===== src/rtl/urng_pkg.sv =====
// Shared taus88 constants, lane state types and the single-step function
// used by each 32-bit combined Tausworthe lane.
package urng_pkg;

  localparam int unsigned LANE_W = 32;

  // Component 1/2/3 shift amounts: pre-shift (q), post-shift (s), mask-shift (k).
  localparam int unsigned C1_Q = 13;
  localparam int unsigned C1_S = 19;
  localparam int unsigned C1_K = 12;
  localparam int unsigned C2_Q = 2;
  localparam int unsigned C2_S = 25;
  localparam int unsigned C2_K = 4;
  localparam int unsigned C3_Q = 3;
  localparam int unsigned C3_S = 11;
  localparam int unsigned C3_K = 17;

  localparam logic [LANE_W-1:0] C1_MASK = 32'hFFFF_FFFE;
  localparam logic [LANE_W-1:0] C2_MASK = 32'hFFFF_FFF8;
  localparam logic [LANE_W-1:0] C3_MASK = 32'hFFFF_FFF0;

  // A component seed must strictly exceed its floor, otherwise the
  // masked-off low bits leave the recurrence stuck in a short cycle.
  localparam logic [LANE_W-1:0] SEED_FLOOR_S1 = 32'd1;
  localparam logic [LANE_W-1:0] SEED_FLOOR_S2 = 32'd7;
  localparam logic [LANE_W-1:0] SEED_FLOOR_S3 = 32'd15;

  typedef struct packed {
    logic [LANE_W-1:0] s1;
    logic [LANE_W-1:0] s2;
    logic [LANE_W-1:0] s3;
  } taus88_state_t;

  typedef struct packed {
    taus88_state_t     state;
    logic [LANE_W-1:0] out;
  } taus88_step_t;

  function automatic taus88_step_t taus88_step(input taus88_state_t st);
    taus88_step_t      r;
    logic [LANE_W-1:0] b1;
    logic [LANE_W-1:0] b2;
    logic [LANE_W-1:0] b3;
    b1 = ((st.s1 << C1_Q) ^ st.s1) >> C1_S;
    b2 = ((st.s2 << C2_Q) ^ st.s2) >> C2_S;
    b3 = ((st.s3 << C3_Q) ^ st.s3) >> C3_S;
    r.state.s1 = ((st.s1 & C1_MASK) << C1_K) ^ b1;
    r.state.s2 = ((st.s2 & C2_MASK) << C2_K) ^ b2;
    r.state.s3 = ((st.s3 & C3_MASK) << C3_K) ^ b3;
    r.out      = r.state.s1 ^ r.state.s2 ^ r.state.s3;
    return r;
  endfunction

endpackage


===== src/rtl/taus88_lane.sv =====
// One 32-bit taus88 lane: three Tausworthe component registers seeded by
// parameters, advanced on en; lane_out is the output of the pending step.
module taus88_lane
  import urng_pkg::*;
#(
  parameter logic [31:0] S1 = 32'h243F_6A88,
  parameter logic [31:0] S2 = 32'h85A3_08D3,
  parameter logic [31:0] S3 = 32'h1319_8A2E
) (
  input  logic        clk,
  input  logic        rstn,
  input  logic        en,
  output logic [31:0] lane_out
);

  if (S1 <= SEED_FLOOR_S1) begin : g_bad_s1
    $error("taus88_lane: S1 seed must be > 1");
  end
  if (S2 <= SEED_FLOOR_S2) begin : g_bad_s2
    $error("taus88_lane: S2 seed must be > 7");
  end
  if (S3 <= SEED_FLOOR_S3) begin : g_bad_s3
    $error("taus88_lane: S3 seed must be > 15");
  end

  taus88_state_t state_q;
  taus88_state_t state_d;
  taus88_step_t  step;

  // NOTE: every variable gets a default before the if, so no latch is inferred.
  always_comb begin
    step    = taus88_step(state_q);
    state_d = state_q;
    if (en) state_d = step.state;
  end

  assign lane_out = step.out;

  // NOTE: state registers use non-blocking assignments; reset reloads seeds so a
  // mid-run reset replays the exact sequence.
  always_ff @(posedge clk) begin
    if (!rstn) state_q <= '{s1: S1, s2: S2, s3: S3};
    else       state_q <= state_d;
  end

endmodule


===== src/rtl/urng_64bit.sv =====
// 64-bit uniform PRNG: two independent taus88 lanes concatenated {hi, lo},
// one registered word per enabled clock with a matching valid flag.
module urng_64bit
  import urng_pkg::*;
#(
  parameter logic [31:0] HI_S1 = 32'h9E37_79B9,
  parameter logic [31:0] HI_S2 = 32'h7F4A_7C15,
  parameter logic [31:0] HI_S3 = 32'hF39C_C060,
  parameter logic [31:0] LO_S1 = 32'h243F_6A88,
  parameter logic [31:0] LO_S2 = 32'h85A3_08D3,
  parameter logic [31:0] LO_S3 = 32'h1319_8A2E
) (
  input  logic        clk,
  input  logic        rstn,
  input  logic        en,
  output logic [63:0] data_out,
  output logic        valid
);

  logic [31:0] hi_out;
  logic [31:0] lo_out;

  taus88_lane #(.S1(HI_S1), .S2(HI_S2), .S3(HI_S3)) u_hi (
    .clk      (clk),
    .rstn     (rstn),
    .en       (en),
    .lane_out (hi_out)
  );

  taus88_lane #(.S1(LO_S1), .S2(LO_S2), .S3(LO_S3)) u_lo (
    .clk      (clk),
    .rstn     (rstn),
    .en       (en),
    .lane_out (lo_out)
  );

  logic [63:0] data_q;
  logic [63:0] data_d;
  logic        valid_q;
  logic        valid_d;

  // Data holds its last word while idle; valid marks only freshly stepped words.
  always_comb begin
    data_d  = data_q;
    valid_d = en;
    if (en) data_d = {hi_out, lo_out};
  end

  always_ff @(posedge clk) begin
    if (!rstn) begin
      data_q  <= '0;
      valid_q <= 1'b0;
    end else begin
      data_q  <= data_d;
      valid_q <= valid_d;
    end
  end

  assign data_out = data_q;
  assign valid    = valid_q;

endmodule


===== config.mk =====
export PLATFORM = sky130hd
export DESIGN_NAME = urng_64bit
export DESIGN_NICKNAME = d
export VERILOG_FILES = /design/src/rtl/urng_pkg.sv /design/src/rtl/taus88_lane.sv /design/src/rtl/urng_64bit.sv
export SDC_FILE = /design/constraint.sdc
export NUM_CORES = 1
export LEC_CHECK = 0
export CAP_MARGIN = 30
export CORE_ASPECT_RATIO = 1.2
export CORE_MARGIN = 5
export CORE_UTILIZATION = 60
export CTS_BUF_LIST = sky130_fd_sc_hd__clkbuf_16
export CTS_CLUSTER_DIAMETER = 50
export DETAILED_ROUTE_END_ITERATION = 6
export PLACE_DENSITY = 0.91
export SETUP_SLACK_MARGIN = 0.2
export SLEW_MARGIN = 5
export SYNTH_ARGS = -nofsm -noshare
export SYNTH_HDL_FRONTEND = slang
export SYNTH_HIERARCHICAL = 1
export SYNTH_SLANG_ARGS = --single-unit

===== constraint.sdc =====
create_clock -name clk -period 1.55 [get_ports clk]
set_input_delay 0.2325 -clock clk [delete_from_list [all_inputs] [get_ports clk]]
set_output_delay 0.2325 -clock clk [all_outputs]
set_load 0.02 [all_outputs]

==> impl_metrics.csv <==
group,metric,value,unit
sta,hold_viol,0,
sta,finalMaxSlewViolations,0,
die,die_y,160,um
setup_path,cp_num_cells,4,
placement,dpl.cell_count,1260,
clock_tree,path_clk_slew,0.06,ns
sta,setup_tns,0,ns
global_route,first_global_vias,7383,
sta,fin_ws,0.131,ns
sta,fin_hold_ws,0.176,ns
sta,fmax,705,MHz
die,start_util,0.613,
detailed_routing,drt_wl_total,26700,um
setup_path,worstPathArrival,1.82,ns
logic_synthesis,ys_async_sr_fraction,0,
logic_synthesis,synth_area,11200,sq um
sta,timing.final.crit_share,0.915,
die,die_w,135,um
sta,setup_viol,0,
setup_path,crit_start,"u_hi/state_q[57]",
setup_path,r2r_end,"data_out[34]",
clock_tree,cts_made_buffers,25,
finish,syn_to_final_growth,11.5,%
pwr,p_per_area,1320,nW/um^2
detailed_routing,routed_via_density,5.57,
clock_tree,clock_path_buffers,3,
placement,globalplace.congestion,0.862,
run,cap_viol_max_count,0,
logic_synthesis,synth_seq_cells,241,
logic_synthesis,synth_ff_type,"dfxtp_1",
worst_hold_path,min_path_type,"in2reg",
setup_path,start_kind,"flop",
clock_tree,htreeDepth,1,
die,row_count,54,
detailed_routing,drc,0,
setup_path,slowest_delay,0.47,ns
logic_synthesis,ys_warn_count,6,
sta,grt_setup_unrepaired,"true",
die,io-pin-count,68,
placement,hpwl,17400,um
setup_path,crit_end,"data_out[34]",
detailed_routing,vias,7298,
setup_path,crit_family,"XOR/XNOR gates",
global_route,gr-total-overflow,0,
die,die-area,21600,sq um
setup_path,worstPathMaxFanout,4,
finish,final_area,12500,sq um
logic_synthesis,netlist_top_cells_count,"dfxtp_1 (241), mux2i_1 (174), xnor2_1 (138)",
logic_synthesis,yosys.area.top_type,"dfxtp_1",
placement,io_buffer_count,67,
global_route,grt_max_degree,64,
setup_path,cp-end-kind,"flop",
logic_synthesis,synth_edf_count,0,
setup_path,crit_required,1.95,ns
detailed_routing,wl_per_cell,20.3,um
clock_tree,cts.sinks,241,
logic_synthesis,yosysMostFrequentCell,"dfxtp_1",
clock_tree,tritoncts,"built",
logic_synthesis,synthDistinctLibCells,26,
setup_path,crit_path_top_delay_cell,"xnor3_1",
logic_synthesis,yosysSeqAreaShare,0.430,
detailed_routing,ant_nets,0,
global_route,antenna_found_initial,0,
finish,nets,1047,
logic_synthesis,synth_top_area_share,0.430,
sta,worst_pin_slew,0.599,ns
die,core,18300,sq um
sta,slew_headroom,0.600,
global_route,grt_pass1_wl,40900,um
finish,num_antenna_cells,0,
logic_synthesis,avgSynthCellArea,10.8,sq um
finish,drive_gt1_frac,0.216,
detailed_routing,drt-initial-drc-count,567,
placement,place_ws,0.0716,ns
sta,fin_crit,1.42,ns
logic_synthesis,synth.area.top_cells,"dfxtp_1 (43%), mux2i_1 (16%), xnor2_1 (11%)",
setup_path,rrSetupSlack,0.13,ns
setup_path,r2r-start,"u_hi/state_q[57]",
status,status,"completed",
pwr,ir_drop,0.00105,V
placement,dpl_cell_area,11600,sq um
clock_tree,clock_latency,0.52,ns
detailed_routing,drt_pre_antenna_iters,5,
global_route,globalRouteTotalUtil,0.237,
finish,fin_cells,1311,
pwr,leakage,5.62,nW
logic_synthesis,syn_inst,1041,
setup_path,path_cells,"xnor2_2, xnor3_1, mux2i_2, nor2b_1",
sta,fin_skew,0.0170,ns
clock_tree,cts-root-buf,"clkbuf_16",
setup_path,r2r_cells,4,
setup_path,critPathKind,"reg2reg",
setup_path,cp.buffers_inverters,0,
logic_synthesis,syn-num-nets,1044,
## cell families (layout without fill, tap and decap cells)
logic type	Yosys count	in the layout	share of synthesized area
buffers and inverters	135	153	0.0866
AO/OA/AOI/OAI	66	66	0.0467
XOR/XNOR	184	184	0.179
AND/OR/NAND/NOR	241	241	0.103
flip-flops	241	241	0.430
multiplexers	174	174	0.155
## placed cells by master (no fill, tap or decap), types with 8 or more instances in the layout
cell       netlist  routed
nor2b_1         73      73
nand2_1         56      56
buf_4           68      31
a211oi_1        31      31
dfxtp_1        241     196
xor2_1          16      15
dfxtp_2          0      37
mux2i_1        174     173
nand2b_1        19      19
buf_12           4       9
xor3_1          12      12
a211o_1          9       9
o211ai_1        19      19
inv_1            3      11
xnor2_1        138     103
nor2_1          85      85
clkbuf_16        0      25
buf_2           16      63
xnor3_1         14      14
xnor2_2          4      32
dfxtp_4          0       8
## per-layer routing
metal / share of wire / global-route usage
met1: 0.37 / 0.273
met2: 0.53 / 0.422
met3: 0.043 / 0.0327
met4: 0.062 / 0.127
met5: 0 / 0
## tightest hold or removal path: stages
cell     delay, ns
buf_8         0.19
mux2i_1       0.15
nand2_1       0.06
## report_power, final
part	leakage (nW)	switching, W	internal [W]
Sequential	2.00	0.000696	0.00683
Combinational	3.23	0.00172	0.00185
Clock	0.385	0.00232	0.00306
## stage by stage
stage / util / total power (W)
final: 0.684 / 0.0165
after global routing: 0.684 / 0.0172
after CTS: 0.668 / 0.0164
after detailed placement: 0.634 / 0.0111
after global placement: 0.634 / 0.0110
after floorplan: - / 0.0106
## final cells by class
type	instances	area (sq um)
clock buffer	25	626
clock inverter	17	97.6
fill	1241	5790
inverter	4	15.0
multi-input combinational	665	5790
sequential	241	4900
tap	252	315
timing repair buffer	107	776
## timing repair
action                                  CTS  global route
hold buffers                              1             0
endpoints found under the hold margin     3             0
pin swaps                                 2            14
buffers inserted                          1             7
endpoints found under the setup margin   81            38
gates resized for setup                 282            74
## registers in the layout (all words and copies together), names as in the netlist
register,count
u_hi/state_q,88
valid,1
data_out,64
u_lo/state_q,88
## worst min path at each step
| stage | end | depth (start not counted) | from | slack (ns) |
|---|---|---|---|---|
| 2_1_floorplan | u_hi/state_q[14] | 2 | rstn | 0.44 |
| 3_3_place_gp | u_hi/state_q[89] | 2 | u_hi/state_q[89] | 0.48 |
| 3_5_place_dp | u_hi/state_q[62] | 2 | u_hi/state_q[62] | 0.48 |
| 4_1_cts | u_lo/state_q[43] | 3 | en | 0.16 |
| 5_1_grt | u_lo/state_q[68] | 3 | en | 0.19 |
| 6_report | u_hi/state_q[23] | 3 | en | 0.18 |
Note: power is estimated with default switching activity, not from simulation.
